`src/rtl/flag_stuff_tx.sv`:
```
// -----------------------------------------------------------------------------
// flag_stuff_tx
//   Serial frame transmitter for the "111" sequence-detector link. Each accepted
//   word is sent on x as: flag 1,1,1 / separator 0 / data MSB-first with a 0
//   stuffed after every two consecutive data 1s (unless no data bit remains) /
//   trailing 0. Stuffing keeps "111" on the line unique to the flag.
//
// Ports
//   clk    in   1      system clock, rising edge
//   reset  in   1      asynchronous active-high reset
//   start  in   1      send request, sampled only while idle
//   data   in   WIDTH  word to send, captured on the accepting edge
//   x      out  1      serial line (registered)
//   busy   out  1      high from the accepting edge through the tail bit
//   done   out  1      one-cycle pulse after a frame completes
// -----------------------------------------------------------------------------
module flag_stuff_tx #(
  parameter int WIDTH = 8
) (
  input  logic             clk,
  input  logic             reset,
  input  logic             start,
  input  logic [WIDTH-1:0] data,
  output logic             x,
  output logic             busy,
  output logic             done
);

  localparam int CNT_W = $clog2(WIDTH + 1);

  // The state names what is on x during the current cycle.
  localparam logic [2:0] S_IDLE  = 3'd0;
  localparam logic [2:0] S_FLAG  = 3'd1;
  localparam logic [2:0] S_SEP   = 3'd2;
  localparam logic [2:0] S_DATA  = 3'd3;
  localparam logic [2:0] S_STUFF = 3'd4;
  localparam logic [2:0] S_TAIL  = 3'd5;

  localparam logic [CNT_W-1:0] BITS_LAST = CNT_W'(WIDTH);

  logic [2:0]       state_q,    state_d;
  logic [WIDTH-1:0] shreg_q,    shreg_d;
  logic [CNT_W-1:0] bit_cnt_q,  bit_cnt_d;
  logic [1:0]       flag_cnt_q, flag_cnt_d;
  logic [1:0]       ones_q,     ones_d;
  logic             x_q,        x_d;
  logic             busy_q,     busy_d;
  logic             done_q,     done_d;

  // Shift register after emitting its MSB.
  function automatic logic [WIDTH-1:0] shift_out(input logic [WIDTH-1:0] v);
    return {v[WIDTH-2:0], 1'b0};
  endfunction

  // Next-state and next-output logic; outputs move together with the state.
  always_comb begin
    state_d    = state_q;
    shreg_d    = shreg_q;
    bit_cnt_d  = bit_cnt_q;
    flag_cnt_d = flag_cnt_q;
    ones_d     = ones_q;
    x_d        = 1'b0;
    busy_d     = busy_q;
    done_d     = 1'b0;

    case (state_q)
      S_IDLE: begin
        if (start) begin
          state_d    = S_FLAG;
          shreg_d    = data;
          bit_cnt_d  = '0;
          flag_cnt_d = 2'd1;
          ones_d     = 2'd0;
          x_d        = 1'b1;
          busy_d     = 1'b1;
        end else begin
          busy_d     = 1'b0;
        end
      end

      S_FLAG: begin
        // flag_cnt counts flag bits already on the line.
        if (flag_cnt_q == 2'd3) begin
          state_d    = S_SEP;
          flag_cnt_d = 2'd0;
          x_d        = 1'b0;
        end else begin
          flag_cnt_d = flag_cnt_q + 2'd1;
          x_d        = 1'b1;
        end
      end

      S_SEP: begin
        // First data bit; the ones run starts fresh.
        state_d   = S_DATA;
        x_d       = shreg_q[WIDTH-1];
        shreg_d   = shift_out(shreg_q);
        bit_cnt_d = {{(CNT_W-1){1'b0}}, 1'b1};
        ones_d    = {1'b0, shreg_q[WIDTH-1]};
      end

      S_DATA: begin
        // Tail check comes first: a run of two on the last bit needs no stuff.
        if (bit_cnt_q == BITS_LAST) begin
          state_d = S_TAIL;
          x_d     = 1'b0;
        end else if (ones_q == 2'd2) begin
          state_d = S_STUFF;
          x_d     = 1'b0;
          ones_d  = 2'd0;
        end else begin
          x_d       = shreg_q[WIDTH-1];
          shreg_d   = shift_out(shreg_q);
          bit_cnt_d = bit_cnt_q + {{(CNT_W-1){1'b0}}, 1'b1};
          ones_d    = shreg_q[WIDTH-1] ? (ones_q + 2'd1) : 2'd0;
        end
      end

      S_STUFF: begin
        // Run was cleared by the stuffed zero, so the new run is just this bit.
        state_d   = S_DATA;
        x_d       = shreg_q[WIDTH-1];
        shreg_d   = shift_out(shreg_q);
        bit_cnt_d = bit_cnt_q + {{(CNT_W-1){1'b0}}, 1'b1};
        ones_d    = {1'b0, shreg_q[WIDTH-1]};
      end

      S_TAIL: begin
        state_d   = S_IDLE;
        x_d       = 1'b0;
        busy_d    = 1'b0;
        done_d    = 1'b1;
        bit_cnt_d = '0;
        ones_d    = 2'd0;
      end

      default: begin
        state_d    = S_IDLE;
        shreg_d    = '0;
        bit_cnt_d  = '0;
        flag_cnt_d = 2'd0;
        ones_d     = 2'd0;
        x_d        = 1'b0;
        busy_d     = 1'b0;
        done_d     = 1'b0;
      end
    endcase
  end

  // State and output registers with asynchronous clear.
  always_ff @(posedge clk or posedge reset) begin
    if (reset) begin
      state_q    <= S_IDLE;
      shreg_q    <= '0;
      bit_cnt_q  <= '0;
      flag_cnt_q <= 2'd0;
      ones_q     <= 2'd0;
      x_q        <= 1'b0;
      busy_q     <= 1'b0;
      done_q     <= 1'b0;
    end else begin
      state_q    <= state_d;
      shreg_q    <= shreg_d;
      bit_cnt_q  <= bit_cnt_d;
      flag_cnt_q <= flag_cnt_d;
      ones_q     <= ones_d;
      x_q        <= x_d;
      busy_q     <= busy_d;
      done_q     <= done_d;
    end
  end

  assign x    = x_q;
  assign busy = busy_q;
  assign done = done_q;

endmodule

```
`config.mk`:
```
export PLATFORM = sky130hd
export DESIGN_NAME = flag_stuff_tx
export DESIGN_NICKNAME = d
export VERILOG_FILES = /design/src/rtl/flag_stuff_tx.sv
export SDC_FILE = /design/constraint.sdc
export NUM_CORES = 1
export LEC_CHECK = 0
export BUFFER_PORTS_ARGS = -buffer_cell sky130_fd_sc_hd__buf_2
export CORE_UTILIZATION = 40
export DETAILED_ROUTE_END_ITERATION = 12
export PLACE_DENSITY_LB_ADDON = 0.15
export SLEW_MARGIN = 20
export SYNTH_ARGS = -nofsm -noshare
export SYNTH_HDL_FRONTEND = slang
export SYNTH_SLANG_ARGS = --single-unit
```
`constraint.sdc`:
```
create_clock -name clk -period 2.15 [get_ports clk]
set_input_delay 0.215 -clock clk [delete_from_list [all_inputs] [get_ports clk]]
set_output_delay 0.215 -clock clk [all_outputs]
set_load 0.03 [all_outputs]
```
==> impl_metrics.toml <==
[status]
outcome = "completed"

[clock_network]
clockBufferDepth = 2
cts_root_buffer = "clkbuf_4"
cts_hold_buf = 0
cts_setup_buffers = 0
numCtsBuffers = 3
cts_tree = "done"
clkTransAtPathRegs_ns = 0.13
cts_resized = 0
htreeDepth = 1
cts_num_sinks = 22
clk_latency_ns = 0.32

[global_route]
gr-usage-all-layers_pct = 19.28
grt_overflow = 0
antenna_found_initial = 0
grt_pass1_wl_um = 5230
grt_max_degree = 23
grt_pass1_vias = 1106

[power_and_ir_drop]
seq_power_share_pct = 38.6
p_int_mw = 1.096
switching_power_uw = 709.2
switching_share_pct = 39.29
peakVddDrop_v = 0.0005047
powerDensity_nw_per_um2 = 1163
leakagePower_nw = 0.7157
power.share.clock_pct = 18.0
comb_power_share_pct = 43.4

[synthesis]
synth_top_family_by_area = "simple AND/OR/NAND/NOR gates"
synth.area.top_cells = "dfrtp_1 (40%), mux2_2 (7.4%), ha_1 (4.6%), o21ai_0 (4.4%), a22oi_1 (4.4%)"
synth_top_area_share_pct = 40.11
ys.flop_type = "dfrtp_1"
syn_nets = 162
synth_seq_cells = 22
yosys_warnings = 0
synth_fa_ha_area_share_pct = 4.558
synth_commonest_cells = "dfrtp_1 (22), nand2_1 (16), o21ai_0 (12)"
synth-edff-count = 0
syn_area_per_cell_um2 = 9.401
synthXorXnorAreaFrac_pct = 1.276
postSynthCellCount = 146
synth-compound-area-share_pct = 18.41
yosysTopAreaCell = "dfrtp_1"
synthMuxAreaShare_pct = 8.113
synth_cell_types = 43
yosysMostFrequentCell = "dfrtp_1"
ys_seq_area_share_pct = 40.11
ys_async_sr_fraction_pct = 100.0
synth-simple-area-share_pct = 21.42
synth_area_um2 = 1373

[drt]
top_layer_used = "met4"
wl_um = 3062
vias_per_cell = 5.592
post_drt_wl_per_cell_um = 14.86
met1_length_um = 1372
met3WireLength_um = 133
first_pass_iters = 4
route.vias.total = 1152
wl_met2_um = 1538
drc = 0
drtIter0Drc = 68
ant_nets = 0

[cells_and_area]
area_growth_pct = 13.04
drive_above_1_share_pct = 24.07
instances_no_fill = 206
diodes = 0
fill_cells = 314
fin_util_pct = 49.21
final_nets = 179

[critical_path]
crit_path_start = "bit_cnt_q[0]$_DFFE_PP0P_"
worst-setup-path-type = "register to register"
critPathRequiredTime_ns = 2.37
crit_path_end_kind = "register"
start_kind = "register"
worstPathMaxFanout = 8
arrival_ns = 2.18
r2r-start = "bit_cnt_q[0]$_DFFE_PP0P_"

[floorplan]
die_h_um = 60.58
start_util_pct = 43.53
core_area_um2 = 3153
io_pins = 14
dieArea_um2 = 3670
die_w_um = 60.58
rows = 20

[timing]
slew_viol_final = 0
fin_tns_setup_ns = 0
clock.fmax_ghz = 0.5083
maxSlewHeadroom_pct = 41.86
fin_crit_ns = 1.967
rsz0062_at_grt = "false"
setup_viol = 0
finalHoldViolCount = 0
tightest_slew_ns = 0.8712
finalClockSkew_ns = 0.002150
fin_crit_sh_pct = 91.50
whs_ns = 0.05371

[placed_design]
dp_hpwl_um = 2245
io_buffers = 13
dp_cells = 202
gp_congestion = 0.7593

[flow_run]
maxCapViolCount = 0

[min_path]
hp-class = "primary input to async pin"
## layout by cell type (no fill, tap or decap), types with 2 or more instances in the layout
cell and instances:
clkbuf_4 3, dfrtp_1 22, ha_1 5, o22ai_1 2, o21ai_0 12, nand2_1 16, nand3_1 7, mux2_2 9
a211oi_1 2, nand2b_1 3, buf_4 8, and3b_1 2, a21oi_1 3, inv_1 8, or4b_1 2, nor2b_1 4
nor3_1 2, nand3b_1 4, a31oi_1 2, a22oi_1 8, buf_2 13, nor2_1 5
## critical path, cell delays in order (launching register included)
cell and delay [ns]:
dfrtp_1 0.47, inv_1 0.08, ha_1 0.16, and3b_1 0.21, nor2_1 0.09, o22ai_2 0.44, mux2_2 0.40
## power groups by stage
stage / Sequential [mW] / Combinational [mW] / Clock, mW
2_1_floorplan: 0.664 / 0.616 / 0
3_3_place_gp: 0.694 / 0.755 / 0
3_5_place_dp: 0.705 / 0.782 / 0
4_1_cts: 0.694 / 0.785 / 0.330
5_1_grt: 0.720 / 0.873 / 0.350
6_report: 0.697 / 0.783 / 0.325
## per-layer routing
layer  GRT usage (%)  vias up
met5               0        -
met4           3.247        0
met3           4.478        2
met2           32.03       26
met1           26.06      562
li1                -      562
## cell families after synthesis
logic type                 after synthesis
muxes                                   10
buffers and inverters                   17
xor gates and xnor gates                 2
DFF                                     22
AOI/OAI and AO/OA                       38
and+or+nand+nor                         52
adders and majority gates                5
## path summary, 6_finish.rpt
check	end	depth (start not counted)	slack, ns
max	shreg_q[1]$_DFFE_PP0P_	6	0.18
min	bit_cnt_q[0]$_DFFE_PP0P_	2	0.05
max reg2reg	shreg_q[1]$_DFFE_PP0P_	6	0.18
min reg2reg	busy$_DFFE_PP0N_	2	0.51
max in group asynchronous	flag_cnt_q[0]$_DFFE_PP0P_	2	1.56
min in group clk	shreg_q[0]$_DFFE_PP0P_	3	0.15
## registers in the layout, summed over array words and instances (netlist names)
register / cells
state_q: 3
ones_q: 2
bit_cnt_q: 4
done: 1
x: 1
flag_cnt_q: 2
shreg_q: 8
busy: 1
## per-stage QoR
stage	total power, mW	setup WS (ns)	area (um2)
after detailed placement	1.488	0.2273	1499
after floorplan	1.280	0.4459	1373
after global routing	1.943	0.06650	1551
after CTS	1.810	0.2095	1551
final	1.805	0.1828	1551
after global placement	1.448	0.3101	1499
## area by class of cell
cell class                      instances  area, um2  area share, %
Tap cell                               44      55.05          3.548
Inverter                                8      30.03          1.935
Sequential cell                        22      550.5          35.48
Clock buffer                            3      22.52          1.452
Clock inverter                          1      30.03          1.935
Multi-Input combinational cell        107      738.2          47.58
Timing Repair Buffer                   21      125.1          8.065
(Power assumes the default switching activity.)
